<file path="src/rtl/stream_comparator.sv">
// Two-stage valid/ready pipeline that compares operand pairs (signed or unsigned),
// emits a one-hot A>B / A==B / A<B result and keeps saturating per-result counters.
module stream_comparator #(
  parameter int WIDTH   = 32,
  parameter int COUNT_W = 16
) (
  input  logic               iClk,
  input  logic               iRst,
  input  logic               iValid,
  output logic               oReady,
  input  logic [WIDTH-1:0]   iDataA,
  input  logic [WIDTH-1:0]   iDataB,
  input  logic               iSigned,
  input  logic               iClear,
  output logic               oValid,
  input  logic               iReady,
  output logic [2:0]         oData,
  output logic [COUNT_W-1:0] oGtCount,
  output logic [COUNT_W-1:0] oEqCount,
  output logic [COUNT_W-1:0] oLtCount
);

  localparam logic [COUNT_W-1:0] CNT_MAX = '1;
  localparam logic [COUNT_W-1:0] CNT_ONE = COUNT_W'(1);

  logic             adv;
  logic             deliver;
  logic             s1_valid;
  logic [WIDTH-1:0] s1_a;
  logic [WIDTH-1:0] s1_b;
  logic             s1_signed;
  logic             s2_valid;
  logic [2:0]       s2_result;
  logic [WIDTH-1:0] key_a;
  logic [WIDTH-1:0] key_b;
  logic [2:0]       cmp_result;

  assign adv     = !s2_valid || iReady;
  assign oReady  = adv;
  assign deliver = s2_valid && iReady;
  assign oValid  = s2_valid;
  assign oData   = s2_valid ? s2_result : 3'b000;

  // Inverting the sign bit maps two's-complement ordering onto unsigned ordering.
  always_comb begin
    key_a            = s1_a;
    key_b            = s1_b;
    key_a[WIDTH-1]   = s1_a[WIDTH-1] ^ s1_signed;
    key_b[WIDTH-1]   = s1_b[WIDTH-1] ^ s1_signed;
    cmp_result       = 3'b100;
    if (key_a > key_b) begin
      cmp_result = 3'b001;
    end else if (key_a == key_b) begin
      cmp_result = 3'b010;
    end
  end

  always_ff @(posedge iClk) begin
    if (iRst) begin
      s1_valid  <= 1'b0;
      s1_a      <= '0;
      s1_b      <= '0;
      s1_signed <= 1'b0;
    end else if (adv) begin
      s1_valid <= iValid;
      if (iValid) begin
        s1_a      <= iDataA;
        s1_b      <= iDataB;
        s1_signed <= iSigned;
      end
    end
  end

  always_ff @(posedge iClk) begin
    if (iRst) begin
      s2_valid  <= 1'b0;
      s2_result <= 3'b000;
    end else if (adv) begin
      s2_valid  <= s1_valid;
      s2_result <= s1_valid ? cmp_result : 3'b000;
    end
  end

  // Clear beats a same-cycle delivery; counters stick at all-ones.
  always_ff @(posedge iClk) begin
    if (iRst || iClear) begin
      oGtCount <= '0;
      oEqCount <= '0;
      oLtCount <= '0;
    end else if (deliver) begin
      if (s2_result[0] && (oGtCount != CNT_MAX)) oGtCount <= oGtCount + CNT_ONE;
      if (s2_result[1] && (oEqCount != CNT_MAX)) oEqCount <= oEqCount + CNT_ONE;
      if (s2_result[2] && (oLtCount != CNT_MAX)) oLtCount <= oLtCount + CNT_ONE;
    end
  end

endmodule

</file>
<file path="config.mk">
export PLATFORM = sky130hd
export DESIGN_NAME = stream_comparator
export DESIGN_NICKNAME = d
export VERILOG_FILES = /design/src/rtl/stream_comparator.sv
export SDC_FILE = /design/constraint.sdc
export NUM_CORES = 1
export LEC_CHECK = 0
export CORE_MARGIN = 1.5
export CORE_UTILIZATION = 30
export DETAILED_ROUTE_END_ITERATION = 8
export GPL_ROUTABILITY_DRIVEN = 0
export GPL_TIMING_DRIVEN = 1
export PLACE_DENSITY = 0.51
export SYNTH_ARGS = -nofsm -noshare
export SYNTH_HDL_FRONTEND = slang
export SYNTH_SLANG_ARGS = --single-unit
</file>
<file path="constraint.sdc">
create_clock -name iClk -period 3.6 [get_ports iClk]
set_clock_uncertainty 0.1 [all_clocks]
set_input_delay 0.54 -clock iClk [delete_from_list [all_inputs] [get_ports iClk]]
set_output_delay 0.54 -clock iClk [all_outputs]
set_load 0.1 [all_outputs]
</file>
=== Yosys cells after proc, flatten, opt, wreduce, memory -nomap -nowiden ===
Cells that the tools add are included.
Widths: inputs -> output; s select.

* Register bits after elaboration: 118
* Latch bits: 0
* RAM bits: 0
* ROM bits: 0
* Output and inout port bits: 53
* Word-level logic and storage cells: 34
* Memories kept: 0

* $add $sub $neg: 3
* Multipliers: 0
* Divide/modulo/power cells: 0
* $lt $le $gt $ge: 1
* Eq/ne operators: 4
* Shift-type cells: 0
* Muxes and demuxes: 4
* Bitwise operators: 2
* Reductions and logical operators: 11

{| class="wikitable"
|+ Operator list
! kind !! number
|-
| $add 16x1->16 const B || 3
|-
| $ne 16x16->1 const B || 3
|-
| $eq 32x32->1 || 1
|-
| $gt 32x32->1 || 1
|-
| $mux 3 || 4
|-
| $reduce_and 2->1 || 4
|-
| $logic_and 1x1->1 || 4
|-
| $logic_or 1x1->1 || 2
|-
| $xor 1x1->1 || 2
|-
| $logic_not 1->1 || 1
|}

=== Longest topological paths before layout ===
Gate-level depths: netlist of run 1.

* Depth in word-level cells: 5
* Mapped depth: 8

=== Worst setup path after synthesis of run 1 ===
OpenSTA, ideal clock, no wires.

* Path type: flip-flop to output port
* Start: reg s2_valid, in the netlist oValid
* End: out oData[0]
* Data arrival time: 1.867 ns
* Required time: 2.960 ns
* Path slack: 1.093 ns
* Cell stages (with the launch flop): 2
* Path buffers: 0
* Path through: dfxtp_1 -> and2_1

* Cells in the longest elaborated chain, start to end: 1

{| class="wikitable"
|+ Ends and longest elaborated chain
! what !! line !! RTL
|-
| start, declared || 32 || <nowiki>logic s2_valid;</nowiki>
|-
| start signal, assigned || 79 || <nowiki>s2_valid <= s1_valid;</nowiki>
|-
| $mux 3 || 42 || <nowiki>assign oData = s2_valid ? s2_result : 3'b000;</nowiki>
|-
| end, declared || 17 || <nowiki>output logic [2:0] oData,</nowiki>
|}

Every way passes these cells.

=== Final worst setup path of run 1 ===
* Start: reg oLtCount[15]
* End: out oLtCount[15]

{| class="wikitable"
|+ RTL lines
! what !! line !! RTL
|-
| start, declared || 20 || <nowiki>output logic [COUNT_W-1:0] oLtCount</nowiki>
|-
| start signal, assigned || 93 || <nowiki>if (s2_result[2] && (oLtCount != CNT_MAX)) oLtCount <= oLtCount + CNT_ONE;</nowiki>
|}

No word-level cell between the ends.

==> out/qor.json, run 1 <==
{
  "remaining_drc_errors": {"value": 0},
  "track_usage": {"value": 14.2, "unit": "%"},
  "synth.lib_cells_used.distinct": {"value": 46},
  "cts_hold_buffers": {"value": 0},
  "post_synth_instance_area": {"value": 5510, "unit": "sq um"},
  "clock_tree_from_tritoncts": {"value": "done"},
  "postCtsResizedCells": {"value": 0},
  "fillers": {"value": 1783},
  "edff_count_synth": {"value": 0},
  "seq_power_share": {"value": 39.5, "unit": "%"},
  "finalWorstPathRequiredPeriod": {"value": 2710, "unit": "ps"},
  "p_total": {"value": 0.00349, "unit": "W"},
  "synth_warnings": {"value": 0},
  "maxCapViolations": {"value": 0},
  "synth.avg_cell_area": {"value": 8.21, "unit": "sq um"},
  "setup_repair_after_global_routing_missed_its_margin": {"value": "no"},
  "worst-endpoint-required": {"value": 2960, "unit": "ps"},
  "synth_fp_nets": {"value": 776},
  "route.detailed.wl_per_inst": {"value": 12.7, "unit": "um"},
  "initial_utilization": {"value": 30.7, "unit": "%"},
  "worstHoldPathType": {"value": "register to register"},
  "worst_path_dominant_cell_family": {"value": "buffers and inverters"},
  "max-slew-margin-rel": {"value": 32.5, "unit": "%"},
  "ctsLongestPathBuffers": {"value": 2},
  "maxSlewViolCount": {"value": 0},
  "fp.coreArea": {"value": 18000, "unit": "sq um"},
  "routed_wl": {"value": 13100, "unit": "um"},
  "detailedRoute.firstPassIterationCount": {"value": 4},
  "critical_path.max_stage_delay": {"value": 1190, "unit": "ps"},
  "post_cts_buffers": {"value": 0},
  "root_buffer": {"value": "sky130_fd_sc_hd__clkbuf_16"},
  "grt_start_max_net_pins": {"value": 72},
  "ctsHtreeMaxLevel": {"value": 4},
  "synth_seq_cells": {"value": 118},
  "crit_arrival": {"value": 2070, "unit": "ps"},
  "power.share.combinational": {"value": 9.5, "unit": "%"},
  "ys_seq_area_share": {"value": 42.9, "unit": "%"},
  "grt_antenna_before_repair": {"value": 1},
  "path_buf_inv": {"value": 1},
  "power-per-cell-area": {"value": 463, "unit": "nW/um^2"},
  "first_global_vias": {"value": 4576},
  "peakVddDrop": {"value": 0.314, "unit": "mV"},
  "timing.hold.worst_path_depth": {"value": 2},
  "run_status": {"value": "complete, no violations"},
  "dieWidth": {"value": 139, "unit": "um"},
  "clock_sink_count": {"value": 118},
  "power.share.switching": {"value": 22.3, "unit": "%"},
  "timing.critical_path.to_type": {"value": "output port"},
  "grt_pass1_wl": {"value": 22000, "unit": "um"},
  "power.clock.fraction": {"value": 51.1, "unit": "%"},
  "setup.worst_path.class": {"value": "register to output port"},
  "count_of_nets_left_with_antenna_violations_after_detail_routing": {"value": 0},
  "internal_power": {"value": 0.00271, "unit": "W"},
  "critical_path.startpoint_type": {"value": "register"},
  "dr.first_iter.drc_count": {"value": 199},
  "final-setup-viol-count": {"value": 0},
  "finalHoldViolations": {"value": 0},
  "timing.reg2reg.worst_path_depth": {"value": 8},
  "cellLeakagePower": {"value": 2.89, "unit": "nW"},
  "cts.reportedPaths.clkPinSlew": {"value": 50, "unit": "ps"},
  "clkLatencyLatePin": {"value": 410, "unit": "ps"},
  "place.port_buffers": {"value": 122},
  "p_sw": {"value": 0.000779, "unit": "W"},
  "placementRows": {"value": 49},
  "asyncSetResetFlopFracSynth": {"value": 0, "unit": "%"},
  "syn-instance-count": {"value": 671},
  "die_area": {"value": 19200, "unit": "sq um"},
  "worstMarginPinSlew": {"value": 1010, "unit": "ps"},
  "vias": {"value": 4776},
  "vias_per_cell": {"value": 4.65},
  "placedInstanceArea": {"value": 6920, "unit": "sq um"},
  "crit_path_top_delay_cell": {"value": "sky130_fd_sc_hd__clkdlybuf4s50_1"},
  "synthFlopType": {"value": "sky130_fd_sc_hd__dfxtp_1"},
  "final_nets": {"value": 891},
  "hpwlAfterDp": {"value": 9470, "unit": "um"},
  "io_pins": {"value": 123},
  "critical_path_cell_sequence": {"value": "clkdlybuf4s50_1"},
  "max_freq": {"value": 369, "unit": "MHz"},
  "worst-path-max-fanout": {"value": 6},
  "area_growth_syn_to_layout": {"value": 37.0, "unit": "%"},
  "layout_worst_path_cycle_share": {"value": 75.3, "unit": "%"},
  "dieHeight": {"value": 139, "unit": "um"},
  "grt_overflow_total": {"value": 0},
  "final_layout_size_suffix_gt1_share": {"value": 7.63, "unit": "%"},
  "worstSetupPathDepth": {"value": 1},
  "cts_made_buffers": {"value": 17},
  "n_antenna_cell": {"value": 0},
  "fin_area": {"value": 7550, "unit": "sq um"},
  "setup-tns-final": {"value": 0, "unit": "ps"},
  "rrSetupSlack": {"value": 1390, "unit": "ps"}
}
layer usage:
layer / track usage, % / wire (um) / vias up
li1: - / - / 2493
met1: 18.9 / 6460 / 2146
met2: 21.2 / 5670 / 120
met3: 4.85 / 766 / 15
met4: 5.15 / 157 / 2
met5: 0 / 13 / -
through the flow:
| step | util (%) | hold WS [ps] | cells | setup WS [ps] |
|---|---|---|---|---|
| detailed placement | 38.5 | 348 | 996 | 1000 |
| floorplan | - | 336 | 671 | 1090 |
| global route | 42.0 | 376 | 1028 | 817 |
| global placement | 38.5 | 344 | 996 | 1050 |
| CTS | 42.0 | 356 | 1028 | 878 |
| finish | 42.0 | 351 | 1028 | 889 |
registers in the layout (all words and copies together) (netlist names):
signal / flops
s1_valid: 1
oLtCount: 16
s1_b: 32
s1_a: 32
s1_signed: 1
s2_result: 3
oGtCount: 16
oEqCount: 16
oValid: 1
final cells by class:
| type | instances | area [sq um] | share of cell area (%) |
|---|---|---|---|
| Clock buffer | 22 | 474 | 6.28 |
| Clock inverter | 10 | 150 | 1.99 |
| Inverter | 39 | 146 | 1.94 |
| Multi-Input combinational cell | 485 | 2880 | 38.1 |
| Sequential cell | 118 | 2360 | 31.3 |
| Tap cell | 229 | 287 | 3.80 |
| Timing Repair Buffer | 125 | 1250 | 16.6 |
logic make-up (layout without fill, tap and decap cells):
group / after synthesis / after routing / share of synthesized area (%)
AO/OA/AOI/OAI: 115 / 115 / 11.7
XOR/XNOR: 38 / 38 / 6.04
adder cells (fa/ha/maj): 35 / 35 / 7.95
buffers and inverters: 68 / 196 / 5.00
flip-flops: 118 / 118 / 42.9
multiplexers: 2 / 2 / 0.363
AND/OR/NAND/NOR: 295 / 295 / 26.1
cells in the final DEF, fill, tap and decap left out, drive strengths merged, types with 4 or more instances in the layout:
cell type / count
a21oi: 92
and2: 6
and3: 15
and4: 8
buf: 8
bufinv: 4
clkbuf: 22
clkdlybuf4s50: 117
clkinv: 6
dfxtp: 118
ha: 35
inv: 39
nand2: 154
nand3: 21
nand4: 23
nor2: 45
nor3: 7
o21ai: 12
or3: 8
xnor2: 12
xor2: 26
cells in the mapped netlist, drive strengths merged (6+ instances only):
master	n	area, sq um
nand2	154	581
dfxtp	118	2360
a21oi	92	460
nor2	45	169
inv	39	146
ha	35	438
xor2	26	228
nand4	23	186
nand3	21	110
and3	15	109
clkbuf	15	56.3
buf	14	72.6
o21ai	12	60.1
xnor2	12	105
and4	8	75.1
or3	8	50.1
nor3	7	40.0
and2	6	37.5
power by group through the flow:
stage	sequential, W	clock, W	combinational (W)
after floorplan	0.00140	0	0.000197
after global placement	0.00140	0	0.000330
after detailed placement	0.00141	0	0.000334
after CTS	0.00138	0.00183	0.000336
after global routing	0.00138	0.00190	0.000378
final	0.00138	0.00178	0.000331
final timing paths:
kind                        to         start
hold / removal        s1_b[26]      s1_b[26]
setup reg to reg  s2_result[2]     s1_signed
hold reg to reg       s1_b[26]      s1_b[26]
setup / recovery  oLtCount[15]  oLtCount[15]
Note: power is estimated with default switching activity, not from simulation.
==> run 2: changes to the inputs <==
==> constraint.sdc (replaced) <==
create_clock -name iClk -period 2.55 [get_ports iClk]
set_clock_uncertainty 0.1 [all_clocks]
set_input_delay 0.3825 -clock iClk [delete_from_list [all_inputs] [get_ports iClk]]
set_output_delay 0.3825 -clock iClk [all_outputs]
set_load 0.1 [all_outputs]
==> run 2 against run 1 <==
  * Sequential share of layout area is 0.28 points higher
  * Critical path depth increased by 7
  * Die area unchanged
  * Critical path type is now register to register
  * Highest routed layer is now met4
==> out/qor.json, run 2 (synthesis results as in run 1) <==
{
  "run_status": {"value": "complete, no violations"},
  "post_cts_buffers": {"value": 0},
  "count_of_nets_left_with_antenna_violations_after_detail_routing": {"value": 0},
  "max-slew-margin-rel": {"value": 36.7, "unit": "%"},
  "worstMarginPinSlew": {"value": 949, "unit": "ps"},
  "rr_endpoint": {"value": "s2_result[2]"},
  "max_freq": {"value": 460, "unit": "MHz"},
  "final_common_cell": {"value": "sky130_fd_sc_hd__nand2_1"},
  "cts_hold_buffers": {"value": 0},
  "crit_start": {"value": "s1_signed"},
  "holdPathEnd": {"value": "s1_b[5]"},
  "timing.critical_path.to_type": {"value": "register"},
  "hpwlAfterDp": {"value": 9500, "unit": "um"},
  "vias_per_cell": {"value": 4.68},
  "worst-endpoint-required": {"value": 2760, "unit": "ps"},
  "maxSlewViolCount": {"value": 0},
  "die_area": {"value": 19200, "unit": "sq um"},
  "final_nets": {"value": 895},
  "root_buffer": {"value": "sky130_fd_sc_hd__clkbuf_16"},
  "io_pins": {"value": 123},
  "n_antenna_cell": {"value": 0},
  "place.port_buffers": {"value": 122},
  "critical_path_cell_sequence": {"value": "xor2_1 -> ha_1 -> nand4_2 -> or4_4 -> nand2b_4 -> nand3_2 -> nor3_1 -> a21o_1"},
  "remaining_drc_errors": {"value": 0},
  "r2r_start": {"value": "s1_signed"},
  "grt_pass1_wl": {"value": 22000, "unit": "um"},
  "cts.reportedPaths.clkPinSlew": {"value": 50, "unit": "ps"},
  "timing.reg2reg.worst_path_depth": {"value": 8},
  "critical_path.max_stage_delay": {"value": 540, "unit": "ps"},
  "share_of_the_core_filled_with_cells_in_the_final_layout": {"value": 41.7, "unit": "%"},
  "route.detailed.wl_per_inst": {"value": 12.7, "unit": "um"},
  "rrSetupSlack": {"value": 380, "unit": "ps"},
  "setup.worst_path.class": {"value": "register to register"},
  "dr.first_iter.drc_count": {"value": 156},
  "setup_repair_after_global_routing_missed_its_margin": {"value": "no"},
  "maxCapViolations": {"value": 0},
  "finalWorstPathRequiredPeriod": {"value": 2170, "unit": "ps"},
  "crit_arrival": {"value": 2380, "unit": "ps"},
  "final-setup-viol-count": {"value": 0},
  "timing.hold.worst_path_depth": {"value": 2},
  "fp.coreArea": {"value": 18000, "unit": "sq um"},
  "cellLeakagePower": {"value": 3.01, "unit": "nW"},
  "cts_made_buffers": {"value": 17},
  "power-per-cell-area": {"value": 663, "unit": "nW/um^2"},
  "first_global_vias": {"value": 4531},
  "dieHeight": {"value": 139, "unit": "um"},
  "p_total": {"value": 0.00496, "unit": "W"},
  "layout_worst_path_cycle_share": {"value": 85.3, "unit": "%"},
  "ctsLongestPathBuffers": {"value": 2},
  "critical_path.startpoint_type": {"value": "register"},
  "worst-path-max-fanout": {"value": 4},
  "clkLatencyLatePin": {"value": 410, "unit": "ps"},
  "final_layout_size_suffix_gt1_share": {"value": 14.1, "unit": "%"},
  "clock_tree_from_tritoncts": {"value": "done"},
  "ctsHtreeMaxLevel": {"value": 4},
  "fillers": {"value": 1798},
  "registers_with_the_most_flip_flops": {"value": "s1_a x32, s1_b x32"},
  "most-common-layout-cells": {"value": "sky130_fd_sc_hd__nand2_1 (152), sky130_fd_sc_hd__dfxtp_1 (118), sky130_fd_sc_hd__a21oi_1 (92), sky130_fd_sc_hd__clkdlybuf4s50_1 (68), sky130_fd_sc_hd__buf_4 (56)"},
  "vias": {"value": 4832},
  "track_usage": {"value": 14.1, "unit": "%"},
  "placementRows": {"value": 49},
  "detailedRoute.firstPassIterationCount": {"value": 4},
  "clock_sink_count": {"value": 118},
  "finalHoldViolations": {"value": 0},
  "min_from": {"value": "s1_b[5]"},
  "worstHoldPathType": {"value": "register to register"},
  "grt_start_max_net_pins": {"value": 72},
  "crit_path_top_delay_cell": {"value": "sky130_fd_sc_hd__or4_4"},
  "peakVddDrop": {"value": 0.447, "unit": "mV"},
  "placement.setup.worst_slack": {"value": 345, "unit": "ps"},
  "initial_utilization": {"value": 30.7, "unit": "%"},
  "postCtsResizedCells": {"value": 0},
  "routed_wl": {"value": 13100, "unit": "um"},
  "setup-tns-final": {"value": 0, "unit": "ps"},
  "grt_overflow_total": {"value": 0},
  "setup_slack": {"value": 375, "unit": "ps"},
  "area_growth_syn_to_layout": {"value": 35.8, "unit": "%"},
  "grt_antenna_before_repair": {"value": 0},
  "dieWidth": {"value": 139, "unit": "um"}
}
-- run 2: cell count changes in the layout (fill, tap and decap cells not counted) --
| cell | delta |
|---|---|
| sky130_fd_sc_hd__buf_4 | +51 |
| sky130_fd_sc_hd__clkdlybuf4s50_1 | -49 |
| sky130_fd_sc_hd__buf_12 | +2 |
| sky130_fd_sc_hd__clkinv_2 | -2 |
| sky130_fd_sc_hd__clkbuf_1 | +1 |
| sky130_fd_sc_hd__clkinvlp_4 | +1 |
-- run 2: stage by stage --
stage | cell area [sq um] | hold slack, ps | std cells
floorplan | 5510 | 336 | 671
global placement | 6860 | 345 | 1000
detailed placement | 6860 | 347 | 1000
CTS | 7480 | 354 | 1032
global route | 7480 | 371 | 1032
finish | 7480 | 352 | 1032
-- run 2: worst max-delay path, delay by kind of cell (launching register included) --
family	cells	cell delay [ps]
flops	1	330
simple gates	5	960
fa+ha+maj	1	310
xor+xnor	1	160
compound gates	1	200
-- run 2: cell type report --
class                   instances  area (sq um)  share of cell area, %
well taps                     229           287                   3.83
multi-input cells             485          2880                   38.4
flip-flops and latches        118          2360                   31.6
clock inverters                 9           148                   1.97
inverters                      39           146                   1.96
repair buffers                129          1190                   15.9
clock buffers                  23           478                   6.39
-- run 2: power breakdown --
| group | total (W) | switching (W) | internal, W | leakage (nW) |
|---|---|---|---|---|
| clock network | 0.00254 | 0.000838 | 0.00171 | 0.307 |
| logic | 0.000475 | 0.000246 | 0.000229 | 1.74 |
| registers | 0.00195 | 0.0000354 | 0.00191 | 0.963 |
| total | 0.00496 | 0.00112 | 0.00384 | 3.01 |
-- run 2: worst max-delay path by stage --
stage	endpoint	slack, ps	depth (start not counted)
3_5_place_dp	oLtCount[12]	340	7
3_3_place_gp	oEqCount[11]	370	7
2_1_floorplan	s1_a[0]	80	7
5_1_grt	s2_result[2]	220	8
6_report	s2_result[2]	380	8
4_1_cts	s2_result[2]	340	8
-- run 2: per-layer routing --
| metal | GRT usage (%) | wire [um] | share of wire [%] |
|---|---|---|---|
| met1 | 18.6 | 6500 | 49 |
| met5 | 0 | 0 | 0 |
| met3 | 4.16 | 735 | 5.6 |
| met2 | 21.4 | 5730 | 44 |
| met4 | 6.15 | 160 | 1.2 |
